==> config.mk <==
export PLATFORM = sky130hd
export DESIGN_NAME = fetch_stage
export DESIGN_NICKNAME = d
export VERILOG_FILES = /design/src/rtl/fetch_pkg.sv /design/src/rtl/fetch_queue.sv /design/src/rtl/fetch_stage.sv
export SDC_FILE = /design/constraint.sdc
export NUM_CORES = 1
export LEC_CHECK = 0
export ABC_AREA = 1
export CAP_MARGIN = 25
export CORE_UTILIZATION = 46
export DETAILED_ROUTE_END_ITERATION = 6
export GPL_ROUTABILITY_DRIVEN = 0
export PLACE_DENSITY = 0.71
export SLEW_MARGIN = 15
export SYNTH_ARGS = -nofsm -noshare
export SYNTH_HDL_FRONTEND = slang
export SYNTH_SLANG_ARGS = --single-unit
==> constraint.sdc <==
create_clock -name clk -period 10.4 [get_ports clk]
set_input_delay 1.56 -clock clk [delete_from_list [all_inputs] [get_ports clk]]
set_output_delay 1.56 -clock clk [all_outputs]
set_load 0.01 [all_outputs]
==> src/rtl/fetch_pkg.sv <==
// Shared types for the instruction-fetch stage.
// Holds FSM states, the NOP encoding and the queue entry layout.
package fetch_pkg;

   typedef enum logic [1:0] {
      IDLE = 2'd0,
      WAIT = 2'd1,
      DROP = 2'd2
   } fetch_state_e;

   localparam logic [31:0] NOP_INST = 32'b0;

   typedef struct packed {
      logic [31:0] pc_plus4;
      logic [31:0] inst;
   } fetch_entry_t;

endpackage

==> src/rtl/fetch_queue.sv <==
// Small synchronous FIFO of fetched {PC+4, instruction} entries.
// Flush empties the queue in one cycle; the head is read from registers.
module fetch_queue
   import fetch_pkg::*;
#(
   parameter int DEPTH = 2,
   localparam int AW = $clog2(DEPTH),
   localparam int CW = AW + 1
) (
   input  logic          clk,
   input  logic          rst,
   input  logic          i_push,
   input  logic          i_pop,
   input  logic          i_flush,
   input  fetch_entry_t  i_data,
   output fetch_entry_t  o_head,
   output logic [CW-1:0] o_count,
   output logic          o_empty
);

   fetch_entry_t  r_mem [DEPTH];
   logic [AW-1:0] r_rd;
   logic [AW-1:0] r_wr;
   logic [CW-1:0] r_count;

   always_ff @(posedge clk) begin
      if (!rst) begin
         r_rd    <= '0;
         r_wr    <= '0;
         r_count <= '0;
      end else if (i_flush) begin
         r_rd    <= '0;
         r_wr    <= '0;
         r_count <= '0;
      end else begin
         if (i_push)
            r_wr <= r_wr + 1'b1;
         if (i_pop)
            r_rd <= r_rd + 1'b1;
         r_count <= r_count + CW'(i_push) - CW'(i_pop);
      end
   end

   // Storage needs no reset; the pointers define what is valid.
   always_ff @(posedge clk) begin
      if (i_push && !i_flush)
         r_mem[r_wr] <= i_data;
   end

   assign o_head  = r_mem[r_rd];
   assign o_count = r_count;
   assign o_empty = (r_count == '0);

endmodule

==> src/rtl/fetch_stage.sv <==
// IF stage: owns the PC, issues one outstanding imem request at a time
// and presents queued {PC+4, instruction} pairs to the IF/ID register.
module fetch_stage
   import fetch_pkg::*;
#(
   parameter logic [31:0] RESET_PC    = 32'h0,
   parameter int          PC_STEP     = 4,
   parameter int          QUEUE_DEPTH = 2
) (
   input  logic        clk,
   input  logic        rst,
   input  logic        freeze,
   input  logic        branch_taken,
   input  logic [31:0] branch_addr,
   input  logic        imem_ready,
   input  logic [31:0] imem_rdata,
   output logic        imem_req,
   output logic [31:0] imem_addr,
   output logic [31:0] pcOut,
   output logic [31:0] instOut,
   output logic        validOut
);

   localparam int CW = $clog2(QUEUE_DEPTH) + 1;
   localparam logic [31:0] STEP = 32'(PC_STEP);

   fetch_state_e  r_state;
   fetch_state_e  w_state_n;
   logic [31:0]   r_pc;
   logic [31:0]   w_pc_n;
   logic [31:0]   r_addr;
   logic [31:0]   w_addr_n;
   logic [31:0]   w_addr_inc;
   logic          w_push;
   logic          w_pop;
   logic          w_flush;
   logic          w_room;
   logic          w_empty;
   logic [CW-1:0] w_count;
   logic [CW-1:0] w_count_n;
   fetch_entry_t  w_head;
   fetch_entry_t  w_entry;

   assign w_addr_inc = r_addr + STEP;
   assign w_flush    = branch_taken;
   assign w_push     = (r_state == WAIT) && imem_ready && !branch_taken;
   assign w_pop      = !w_empty && !freeze && !branch_taken;
   assign w_count_n  = w_flush ? '0
                     : w_count + CW'(w_push) - CW'(w_pop);
   assign w_room     = (w_count_n < CW'(QUEUE_DEPTH));
   assign w_entry    = '{pc_plus4: w_addr_inc, inst: imem_rdata};

   fetch_queue #(
      .DEPTH (QUEUE_DEPTH)
   ) u_queue (
      .clk     (clk),
      .rst     (rst),
      .i_push  (w_push),
      .i_pop   (w_pop),
      .i_flush (w_flush),
      .i_data  (w_entry),
      .o_head  (w_head),
      .o_count (w_count),
      .o_empty (w_empty)
   );

   always_ff @(posedge clk) begin
      if (!rst) begin
         r_state <= IDLE;
         r_pc    <= RESET_PC;
         r_addr  <= '0;
      end else begin
         r_state <= w_state_n;
         r_pc    <= w_pc_n;
         r_addr  <= w_addr_n;
      end
   end

   always_comb begin
      w_state_n = r_state;
      w_pc_n    = r_pc;
      w_addr_n  = r_addr;
      unique case (r_state)
         IDLE: begin
            if (branch_taken) begin
               w_state_n = WAIT;
               w_pc_n    = branch_addr;
               w_addr_n  = branch_addr;
            end else if (w_room) begin
               w_state_n = WAIT;
               w_addr_n  = r_pc;
            end
         end
         WAIT: begin
            if (branch_taken) begin
               w_pc_n = branch_addr;
               // A response arriving now belongs to the old path.
               if (imem_ready)
                  w_addr_n = branch_addr;
               else
                  w_state_n = DROP;
            end else if (imem_ready) begin
               w_pc_n = w_addr_inc;
               if (w_room)
                  w_addr_n = w_addr_inc;
               else
                  w_state_n = IDLE;
            end
         end
         DROP: begin
            if (branch_taken) begin
               w_pc_n = branch_addr;
            end else if (imem_ready) begin
               w_state_n = WAIT;
               w_addr_n  = r_pc;
            end
         end
         default: w_state_n = IDLE;
      endcase
   end

   always_comb begin
      imem_req  = (r_state != IDLE);
      imem_addr = r_addr;
      validOut  = !w_empty;
      pcOut     = w_empty ? 32'b0 : w_head.pc_plus4;
      instOut   = w_empty ? NOP_INST : w_head.inst;
   end

endmodule
# --- After elaboration in Yosys (flattened, before gate mapping) ---
# Memories as Yosys holds them, arrays and structs flattened. A register that Yosys moved wholly into a read port is not among the register bits.
# Index checks and enable logic that the tools add are counted.
word_totals:
  input_bits: 69
  elab_cells: 72
  n_memories: 1
  ramBits: 128
  reg_bits: 70
memory_table:
  columns: ["memory", "depth", "word_bits", "rd", "rd_clocked_by_memory_dff", "write_ports", "line", "source"]
  rows:
  - ["u_queue.r_mem", 2, 64, 1, 1, 1, "fetch_queue.sv:21", "fetch_entry_t r_mem [DEPTH];"]
classes:
  add_sub_neg: 5
  n_bitwise: 1
  reduce_logical: 18
  muxes: 29
  eq_ne: 11
  order_cmp: 1
op_table:
  columns: ["op", "count"]
  rows:
  - ["$mux W32", 13]
  - ["$pmux W32 S3", 1]
  - ["$pmux W32 S2", 1]
  - ["$add A32 B3 Y32 const B", 1]
  - ["$mux W2", 9]
  - ["$ne A3 B3 Y1 const B", 5]
  - ["$reduce_and A6 Y1", 2]
  - ["$ne A2 B2 Y1 const B", 3]
  - ["$pmux W2 S3", 1]
  - ["$logic_and A1 B1 Y1", 5]
  - ["$logic_not A2 Y1", 2]
  - ["$mux W1", 4]
  - ["$reduce_bool A2 Y1", 2]
  - ["$reduce_or A2 Y1", 2]
  - ["$logic_not A1 Y1", 3]
  - ["$reduce_and A3 Y1", 1]
  - ["$reduce_bool A3 Y1", 1]
  - ["$add A1 B1 Y1 const B", 2]
  - ["$add A2 B1 Y2", 1]
  - ["$eq A2 B1 Y1 const B", 1]
  - ["$eq A2 B2 Y1 const B", 1]
  - ["$lt A2 B2 Y1 const B", 1]
  - ["$ne A2 B1 Y1 const B", 1]
  - ["$sub A2 B1 Y2", 1]
  - ["$not A1 Y1", 1]

# --- Longest topological paths before layout ---
depth:
  word_depth: 11
  depth_mapped: 19
  ltp_nobuf: 16

# --- By module ---
# From an unflattened synthesis, not the netlist that was laid out.
hier_totals:
  hier_cells: 1216
  hier_area_um2: 10645.2
modules_own_cells:
  columns: ["mod", "instances", "area_each_um2", "seq_area_each_um2", "cells_each"]
  rows:
  - ["fetch_stage", 1, 5490.3, 1321.3, 986]
  - ["fetch_queue", 1, 5154.9, 3943.8, 230]

# --- Least setup slack after synthesis ---
# No wires, ideal clock.
synth_path:
  path_type: "input to register"
  from: "input port branch_taken"
  to: "memory u_queue.r_mem[0][0] in the netlist's numbering, enable pin"
  arrival_time_ps: 4928
  path_stages: 6
  setup_time_ps: 487
  slack_ps: 4986
  path_cell_list: "buf_2 -> inv_2 -> clkbuf_8 -> buf_2 -> nand3_1 -> nor2_1"
synth_between:
  elab_chain_cells: 5
synth_lines:
  columns: ["item", "line", "source"]
  rows:
  - ["from (decl)", "fetch_stage.sv:13", "input logic branch_taken,"]
  - ["$logic_not A1 Y1 (*)", "fetch_queue.sv:46, fetch_stage.sv:46", null]
  - ["$logic_and A1 B1 Y1", "fetch_stage.sv:46", "assign w_push = (r_state == WAIT) && imem_ready && !branch_taken;"]
  - ["$logic_and A1 B1 Y1 (*)", "fetch_queue.sv:46", "if (i_push && !i_flush)"]
  - ["$mux W1 (*)", "fetch_queue.sv:46", null]
  - ["$mux W1 (not written as such) (*)", "fetch_queue.sv:47", "r_mem[r_wr] <= i_data;"]
  - ["to (decl)", "fetch_queue.sv:21", null]
# Every way passes the cells marked *; elsewhere a longest branch is shown, timed or not.

# --- Worst setup path in the final report ---
layout_path:
  from: "input port branch_taken"
  to: "register r_addr[16], in the netlist imem_addr[16]"
layout_between:
  elab_chain_cells: 8
  word_cells_on_any_way: 14
  classes_between: "2 x add/sub; 1 x order compare; 3 x eq/ne; 4 x mux; 4 x reduce/logical"
layout_lines:
  columns: ["item", "line", "source"]
  rows:
  - ["$logic_not A1 Y1", "fetch_stage.sv:46, fetch_stage.sv:47", null]
  - ["$logic_and A1 B1 Y1", "fetch_stage.sv:46", null]
  - ["$add A2 B1 Y2", "fetch_stage.sv:49", ": w_count + CW'(w_push) - CW'(w_pop);"]
  - ["$sub A2 B1 Y2", "fetch_stage.sv:49", null]
  - ["$mux W2", null, null]
  - ["$lt A2 B2 Y1", "fetch_stage.sv:50", "assign w_room = (w_count_n < CW'(QUEUE_DEPTH));"]
  - ["$ne A3 B3 Y1 (no source line)", null, null]
  - ["$reduce_and A6 Y1 (no source line)", null, null]
  - ["to (signal assigned)", "fetch_stage.sv:75", "r_addr <= w_addr_n;"]
  - ["to (decl)", "fetch_stage.sv:31", "logic [31:0] r_addr;"]
# Parallel ways exist; a longest one is shown, timed or not.
# A chain may end at the register's enable or synchronous reset.

==> run metrics <==
outcome=finished, final reports clean; post-synthesis sequential area ratio=53.7%; Vias per Instance=between 5 and 6; number of global-route vias before repair=7669; Final Cell Area=0.0122 sq mm; Crit. End Element=register; post-place setup slack=5.54 ns; initial cell density of the core=between 40% and 50%; initial antenna violation count=0; gr ovfl total=0; setup tns final=0 ns; first drt pass iteration count=6; Hold Crit Class=register to register; Iter 0 DRT Violations=between 700 and 800; most frequent cells in the layout=nand2_1 (425), a21oi_1 (187), clkdlybuf4s50_1 (166), edfxtp_1 (128), dfxtp_1 (70); CORE AREA=between 0.02 and 0.025 sq mm; Setup CP Type=input port to register; RSZ-0062 raised after global routing=no; # rows=53; Placement Cell Area=0.0116 sq mm; CTS sink count=199; CTS buffer count=17; Clock Root Buffer=clkbuf_16; CTS tree=built; DP HPWL=approximately 16000 um; WL final=25300 um; Tot GR Track Use=a little under a quarter; EDFF count, synth=128; CP startpoint kind=input port; Max Cap Viol=0; Die H=148 um; antenna-violating nets left=0; final hold vios=0; Worst Hold Margin=around 0.49 ns; Final #Nets=1380; register clock-pin slew on the reported worst setup and hold paths=0.08 ns; DIE AREA=0.0219 sq mm; commonest non-fill, non-tap cell in the layout=nand2_1; hold_buf cts=0; # diodes=0; DRC violations left=0; Yosys reg bits=approximately 200; Period minus WS final=4.48 ns; Post-CTS Setup Bufs=0; vias after detailed routing=8480; H-tree lvl count=4; CTS Buffer Depth=2; Layout fillers=~1900; chip width=between 100 and 150 um; Fmax=about 0.22 GHz; Tcrit/Tclk final=43.1%; drt wl/cell=15.9 um; CP required=10.75 ns; pwr/cell area=231 mW/mm^2; global-route wire length before repair=~40000 um; Final setup viols=0; Post-Synthesis Cell Area=between 0.009 and 0.01 sq mm; syn avg cell area=8.32 sq um; setup ws final=5.92 ns; syn_nets=1254; Post-Syn Instances=1178; Pleak=between 0.004 and 0.005 uW; layout cell share with drive strength beyond 1=under 10%; area grow syn2layout=24.1%; IO Pins=167; Netlist cell types=38; Worst Clk Skew=0.0112 ns; PostCTS Resize Cnt=0; worst vdd rail ir drop=0.186 mV; max-slew violations=0; IO Port Bufs=166; async set or reset register ratio after synthesis=0%; normalized max-slew margin=about two fifths; YS warnings=0; Worst-Skew Late Latency=approximately 0.43 ns; Worst Max-Slew Pin Slew=approximately 0.9 ns; WP data arrival=between 4 and 5 ns; Crit Path Max Fanout=50; pin count of the biggest net entering global routing=67; Top FF cell, synth=edfxtp_1
## per-stage QoR
step,std cells,util [%],total power [uW]
after detailed placement,1559,55.2,2150
after floorplan,1178,-,1810
after global placement,1558,55.1,2120
after global routing,1592,58.0,2980
final,1592,58.0,2810
after CTS,1591,57.9,2790
## registers in the layout, summed over array words and instances, names as in the netlist, named ones only
name             cells
r_pc                32
u_queue.o_count      2
imem_addr           32
u_queue.r_wr         1
r_state              2
u_queue.r_mem      128
u_queue.r_rd         1
## cell usage after synthesis (all sizes together) (2+ instances only)
master	n	area share (%)
clkbuf	47	2.2
and2	8	0.51
xnor2	5	0.45
a32oi	4	0.36
buf	25	1.4
nand2	432	17
ha	7	0.89
o21ai	72	3.7
dfxtp	71	15
inv	45	1.7
a221oi	3	0.27
xor2	10	1.4
o211ai	3	0.23
edfxtp	128	39
nor2	66	3.3
nand3b	2	0.15
a21oi	187	9.6
nand3	53	2.7
nor3	2	0.10
or2	3	0.19
## per-layer routing
metal / GRT usage [%] / wire length [um]
met3: 4.14 / 1890
met5: 0 / 0
met2: 36.5 / 11600
met4: 6.96 / 436
met1: 32.8 / 11400
## critical path: stages
cell	delay, ns
clkdlybuf4s50_1	0.45
buf_4	0.42
inv_2	0.06
nand3_1	0.26
ha_1	0.30
inv_1	0.06
ha_1	0.16
nand2_1	0.05
nand3_1	0.12
nor2_1	0.06
nor2_1	0.11
nand2_2	0.21
inv_2	0.63
o21ai_0	0.19
a21oi_1	0.16
## final timing paths
check	slack (ns)	startpoint	depth (start not counted)	endpoint
setup / recovery	5.92	branch_taken	15	imem_addr[16]
hold / removal	0.49	r_pc[4]	2	r_pc[4]
setup reg to reg	6.76	r_state[1]	16	imem_addr[16]
hold reg to reg	0.49	r_pc[4]	2	r_pc[4]
## area by class of cell
type,count,area [sq um],share of cell area (%)
tap,275,344,2.83
inverter,46,173,1.42
clock inverter,15,139,1.14
sequential,199,5270,43.3
clock buffer,17,425,3.50
timing repair buffer,180,1790,14.7
multi-input combinational,860,4020,33.1
## kinds of logic (layout without fill, tap and decap cells)
family / count (synthesis) / in the layout / synth area share, %
simple gates: 567 / 567 / 23.8
xor+xnor: 15 / 15 / 1.88
buf+inv: 119 / 258 / 5.45
compound gates: 271 / 271 / 14.2
flops: 199 / 199 / 53.7
fa+ha+maj: 7 / 7 / 0.894
## power breakdown
group | switching (uW) | internal, uW
sequential | 131 | 998
clock | 305 | 336
combinational | 650 | 388
total | 1090 | 1720
Power figures use the tool's default switching activity.
